==> config.mk <==
export PLATFORM = sky130hd
export DESIGN_NAME = conv_accum_ctrl
export DESIGN_NICKNAME = d
export VERILOG_FILES = /design/src/rtl/conv_accum_ctrl_pkg.sv /design/src/rtl/conv_accum_ctrl_adder_unit.sv /design/src/rtl/conv_accum_ctrl.sv
export SDC_FILE = /design/constraint.sdc
export NUM_CORES = 1
export LEC_CHECK = 0
export BUFFER_PORTS_ARGS = -buffer_cell sky130_fd_sc_hd__buf_2
export CORE_ASPECT_RATIO = 0.8
export CORE_UTILIZATION = 60
export CTS_CLUSTER_SIZE = 10
export DETAILED_ROUTE_END_ITERATION = 12
export PLACE_DENSITY = 0.8
export SLEW_MARGIN = 20
export SYNTH_ARGS = -nofsm -noshare
export SYNTH_HDL_FRONTEND = slang
export SYNTH_HIERARCHICAL = 1
export SYNTH_SLANG_ARGS = --single-unit
export TNS_END_PERCENT = 1
==> constraint.sdc <==
create_clock -name clk -period 6.8 [get_ports clk]
set_input_delay 0.68 -clock clk [delete_from_list [all_inputs] [get_ports clk]]
set_output_delay 0.68 -clock clk [all_outputs]
set_load 0.005 [all_outputs]
==> src/rtl/conv_accum_ctrl_pkg.sv <==
// Shared types and sign-magnitude helpers for the convolution window accumulator.
package conv_accum_ctrl_pkg;

  typedef enum logic [1:0] {
    IDLE  = 2'd0,
    ACCUM = 2'd1,
    DONE  = 2'd2
  } state_e;

  // Helpers operate on a 32-bit carrier; callers cast to their own widths.
  localparam int unsigned SM_MAX_W = 32;

  // Largest magnitude representable in a w-bit sign-magnitude word.
  function automatic logic [SM_MAX_W-1:0] sm_mag_max(input int unsigned w);
    return (SM_MAX_W'(1) << (w - 1)) - SM_MAX_W'(1);
  endfunction

  // Widen w_in -> w_out: sign moves to the new MSB, magnitude is zero-padded.
  function automatic logic [SM_MAX_W-1:0] sm_ext(input logic [SM_MAX_W-1:0] x,
                                                 input int unsigned w_in,
                                                 input int unsigned w_out);
    logic [SM_MAX_W-1:0] mag;
    mag = x & sm_mag_max(w_in);
    return mag | (SM_MAX_W'(x[w_in-1]) << (w_out - 1));
  endfunction

  // Zero magnitude always carries a positive sign.
  function automatic logic [SM_MAX_W-1:0] sm_norm(input logic [SM_MAX_W-1:0] x,
                                                  input int unsigned w);
    return ((x & sm_mag_max(w)) == '0) ? '0 : x;
  endfunction

endpackage

==> src/rtl/conv_accum_ctrl_adder_unit.sv <==
// Bare sign-magnitude adder; reports the magnitude carry but neither saturates nor fixes -0.
module adder_unit #(
  parameter int unsigned WIDTH = 16
) (
  input  logic [WIDTH-1:0] a,
  input  logic [WIDTH-1:0] b,
  output logic [WIDTH-1:0] sum,
  output logic             mag_carry
);

  localparam int unsigned MW = WIDTH - 1;

  logic          sa, sb;
  logic [MW-1:0] ma, mb;
  logic [MW:0]   mag_sum;

  assign sa = a[WIDTH-1];
  assign sb = b[WIDTH-1];
  assign ma = a[MW-1:0];
  assign mb = b[MW-1:0];

  always_comb begin
    mag_sum   = '0;
    sum       = '0;
    mag_carry = 1'b0;
    if (sa == sb) begin
      mag_sum   = {1'b0, ma} + {1'b0, mb};
      sum       = {sa, mag_sum[MW-1:0]};
      mag_carry = mag_sum[MW];
    end else if (ma >= mb) begin
      sum = {sa, ma - mb};
    end else begin
      sum = {sb, mb - ma};
    end
  end

endmodule

==> src/rtl/conv_accum_ctrl.sv <==
// Sequences one shared sign-magnitude adder over N_TERMS inputs and emits one
// saturating, sign-normalised window sum under valid/ready.
module conv_accum_ctrl
  import conv_accum_ctrl_pkg::*;
#(
  parameter int unsigned WIDTH   = 9,
  parameter int unsigned ACC_W   = 16,
  parameter int unsigned N_TERMS = 9
) (
  input  logic             clk,
  input  logic             rst_n,
  input  logic             clear,
  input  logic             in_valid,
  output logic             in_ready,
  input  logic [WIDTH-1:0] in_data,
  output logic             out_valid,
  input  logic             out_ready,
  output logic [ACC_W-1:0] out_data,
  output logic             out_ovf
);

  localparam int unsigned MAG_W = ACC_W - 1;
  localparam int unsigned CNT_W = $clog2(N_TERMS + 1);
  localparam logic [MAG_W-1:0] MAG_MAX = MAG_W'(sm_mag_max(ACC_W));

  state_e             state;
  logic [ACC_W-1:0]   acc;
  logic [CNT_W-1:0]   cnt;
  logic               ovf;

  logic [ACC_W-1:0]   term_ext;
  logic [ACC_W-1:0]   term_norm;
  logic [ACC_W-1:0]   add_sum;
  logic               add_carry;
  logic               sat;
  logic               accept;
  logic               last_term;
  logic [ACC_W-1:0]   acc_step;

  assign term_ext  = ACC_W'(sm_ext(SM_MAX_W'(in_data), WIDTH, ACC_W));
  assign term_norm = ACC_W'(sm_norm(SM_MAX_W'(term_ext), ACC_W));

  adder_unit #(.WIDTH(ACC_W)) u_adder (
    .a         (acc),
    .b         (term_ext),
    .sum       (add_sum),
    .mag_carry (add_carry)
  );

  // Saturate on same-sign magnitude carry, otherwise keep the normalised sum.
  assign sat       = (acc[ACC_W-1] == term_ext[ACC_W-1]) && add_carry;
  assign acc_step  = sat ? {acc[ACC_W-1], MAG_MAX}
                         : ACC_W'(sm_norm(SM_MAX_W'(add_sum), ACC_W));
  assign accept    = in_valid && in_ready;
  assign last_term = (cnt == CNT_W'(N_TERMS - 1));

  assign out_data = acc;
  assign out_ovf  = ovf;

  always_ff @(posedge clk or negedge rst_n) begin
    if (!rst_n) begin
      state     <= IDLE;
      acc       <= '0;
      cnt       <= '0;
      ovf       <= 1'b0;
      in_ready  <= 1'b1;
      out_valid <= 1'b0;
    end else if (clear) begin
      state     <= IDLE;
      acc       <= '0;
      cnt       <= '0;
      ovf       <= 1'b0;
      in_ready  <= 1'b1;
      out_valid <= 1'b0;
    end else begin
      case (state)
        IDLE: begin
          if (accept) begin
            acc <= term_norm;
            cnt <= CNT_W'(1);
            ovf <= 1'b0;
            if (N_TERMS == 1) begin
              state     <= DONE;
              in_ready  <= 1'b0;
              out_valid <= 1'b1;
            end else begin
              state <= ACCUM;
            end
          end
        end
        ACCUM: begin
          if (accept) begin
            acc <= acc_step;
            cnt <= cnt + CNT_W'(1);
            if (sat) ovf <= 1'b1;
            if (last_term) begin
              state     <= DONE;
              in_ready  <= 1'b0;
              out_valid <= 1'b1;
            end
          end
        end
        DONE: begin
          if (out_ready) begin
            state     <= IDLE;
            in_ready  <= 1'b1;
            out_valid <= 1'b0;
          end
        end
        default: begin
          state     <= IDLE;
          in_ready  <= 1'b1;
          out_valid <= 1'b0;
        end
      endcase
    end
  end

endmodule

==> results.md <==
* Clock-pin slew on the worst setup and hold paths at ~0.11 ns
* Ys flop type: dfrtp_1
* Via Count at 4,002
* Multi-input gate area at 2930 um2
* Layout Cells excl Fill at 614
* Gates resized, CTS repair at 0
* Total gr overflow at 0
* FILL cells at 534
* Largest net degree at the start of global routing at 26
* Placed Area at 4020 um2
* Iter 0 DRT Violations at 436
* CP Max Fanout at 11
* TritonCTS Sinks at 25
* Via density at 6.52
* Initial antenna violation count at 0
* Clock tree buffer depth at 2
* Critical Path RT at 6.98 ns
* Drt drc at 0
* CP Launch Type: register
* Worst-Skew Late Latency at 0.28 ns
* Most used cell, CP: nand3_1
* Row count at 25
* Worst R2R Start: out_data[4]$_DFFE_PN0P_
* DIE AREA at 6690 um2
* Largest area contributor in the netlist: ha_1
* Inserted Clock Buffers at 3
* Yosys warning total at 6
* Post-synth cell types at 72
* Drt total wl at 11,400 um
* Max-Cap Viols at 0
* Worst-Margin Slew at slightly below 0.9 ns
* Critical path's largest stage delay at 0.55 ns
* First-pass GRT wire length at 18,500 um
* CTS root buf: clkbuf_8
* Layout area overhead at 6.42%
* Synthesized area at 3820 um2
* Final GP Congestion at approximately 1.0
* Flops & latches, synth at 25
* Port buffer count at 32
* Ranking of synthesized cells by area: ha_1 17%, dfrtp_1 16%, o21ai_0 5.8%
* PnR Total Power at slightly below 600 uW
* Dpl cells at 610
* Pre-CTS WS at 2.54 ns
* Post-synth top area share at 0.167
* Slew headroom at 0.401
* Period utilization at 0.601
* Hold WC Path Type: in -> async
* Final core utilization at 0.673
* Antenna diodes at 0
* Number of flops mapped to enable cells by yosys at 0
* CTS tree: built
* Worst path cell trace: inv_1, ha_1, nand3_1, o41ai_4, nor2_1, nand3_1, mux2i_1, o21ai_1, xnor2_1, nor4_1, nand4_1, a221o_1
* Min Hold Slack at around 0.40 ns
* Hpwl dp at 8940 um
* Gr usage total at 0.353
* Endpoints failing setup at 0
* Hold Violations, Final at 0
* First-pass detailed-route iteration total at 8
* Vias in the first global route at 3,547
* CP arrival at roughly 4.3 ns
* Crit Path Category: reg -> reg
* Nets at ~600
* Ys async rst share at 1.00
* Static Leak at 1.81 nW
* Initial Util at 0.633
* Post-CTS Setup Bufs at 0
* Io pins at 33
* Share of layout cells above drive strength 1 at 0.109
* R2R setup slack at between 2 and 3 ns
* Post-synthesis area per instance at ~7.7 um2
* Outcome: finished clean
* Drt wl/cell at 18.5 um
* H-tree Lvls at 1
* Sequential area share after synthesis at 0.164
* CORE AREA at 6040 um2
* Final Instance Area at between 4000 and 5000 um2
* FF+latch area at 627 um2
* Post-DRT Antenna Nets at 0
* Pins Over Slew Limit at 0
* Setup_tns at 0 ns
* Fmax at ~240 MHz
* CP endpoint kind: register
* Die Y at between 70 and 80 um
* Die Wd at 91.2 um
* Pwr dens at 145 nW/um2
* Hold Buf Count CTS at 0
* Cells after synthesis at between 400 and 500
* RSZ-0062 raised after global routing: false
* Cells on worst reg2reg path at 12
* RR Endpoint: out_data[15]$_DFFE_PN0P_
* Maximum VDD drop at around 90 uV
* Slowest CP cell: ha_1
* Fin crit period at between 4 and 5 ns
* Worst setup margin at 2.71 ns
* Clock Skews at 0.0154 ns
## layer usage
layer	GRT usage	vias up	wire [um]
met1	0.523	1883	5190
met3	0.0611	25	1230
met5	0	-	0
met2	0.540	240	4780
li1	-	1854	-
met4	0.0705	0	155
## report_power, final
| part | leakage (nW) | switching [mW] | internal [mW] |
|---|---|---|---|
| registers | 0.335 | 0.0126 | 0.157 |
| clock network | 0.0255 | 0.0551 | 0.0412 |
| logic | 1.45 | 0.205 | 0.119 |
| total | 1.81 | 0.273 | 0.317 |
## state kept, by name, summed over array words and instances, names as in the netlist
| signal | count |
|---|---|
| state | 2 |
| out_ovf | 1 |
| out_valid | 1 |
| cnt | 4 |
| out_data | 16 |
| in_ready | 1 |
## cell type report
class	instances	area share
Clock inverter	1	0.00123
Inverter	46	0.0425
Tap cell	81	0.0249
Timing Repair Buffer	35	0.0450
Clock buffer	3	0.0102
Multi-Input combinational cell	423	0.722
Sequential cell	25	0.154
## kinds of logic after synthesis
group	Yosys count	share of synthesized area
buf+inv	70	0.0862
mux	3	0.00786
other cells	1	0.000982
xor+xnor	15	0.0344
compound gates	154	0.275
fa+ha+maj	54	0.183
simple gates	177	0.249
flops	25	0.164
## critical path: cells and delay by family (launching register included)
kind,cells,cell delay [ns]
AND/OR/NAND/NOR,5,1.48
AO/OA/AOI/OAI,3,0.96
XOR/XNOR,1,0.17
multiplexers,1,0.27
flip-flops,1,0.46
adder cells (fa/ha/maj),1,0.55
buffers and inverters,1,0.10
## worst max path at each step
stage	from	endpoint	slack [ns]	depth (start not counted)
final	out_data[4]$_DFFE_PN0P_	out_data[15]$_DFFE_PN0P_	2.71	12
after detailed placement	in_data[6]	out_data[15]$_DFFE_PN0P_	2.54	12
after floorplan	in_data[7]	out_data[15]$_DFFE_PN0P_	3.40	11
after global placement	in_data[6]	out_data[15]$_DFFE_PN0P_	2.55	12
after global routing	out_data[4]$_DFFE_PN0P_	out_data[15]$_DFFE_PN0P_	2.48	12
after CTS	out_data[4]$_DFFE_PN0P_	out_data[15]$_DFFE_PN0P_	2.82	11
## cell usage after synthesis, types with 7 or more instances
| cell | count |
|---|---|
| a21oi_1 | 32 |
| ha_1 | 51 |
| nor2b_1 | 9 |
| nor3_1 | 23 |
| nand2b_1 | 10 |
| nand3_1 | 13 |
| nor4_1 | 8 |
| dfrtp_1 | 24 |
| xnor2_1 | 9 |
| clkbuf_1 | 7 |
| o21ai_0 | 44 |
| nand2_1 | 34 |
| inv_1 | 46 |
| nor2_1 | 46 |
| a211oi_1 | 8 |
## placed cells by master, fill, tap and decap left out, types with 3 or more instances in the layout
cell	netlist	layout
nor2b_1	9	9
a311oi_1	4	4
buf_4	5	3
o221ai_1	3	3
xnor2_1	9	9
o31a_1	3	3
a311o_1	3	3
clkbuf_8	0	3
a211oi_1	8	8
buf_2	5	32
nor4_1	8	8
nor3_1	23	23
nand2_1	34	34
nand2b_1	10	10
a31oi_1	6	6
o31ai_1	6	6
nor2_1	46	46
a221o_1	3	3
a21oi_1	32	32
o21ai_0	44	44
or2_2	4	4
o211ai_1	6	6
nand3_1	13	13
o21a_1	6	6
ha_1	51	51
o21bai_1	3	3
a211o_1	3	3
conb_1	1	20
dfrtp_1	24	24
fa_1	3	3
o311ai_0	4	4
xor2_1	6	6
nand4_1	4	4
inv_1	46	46
a21o_1	4	4
mux2i_1	3	3
No activity file was read; power rests on OpenSTA's default activity.
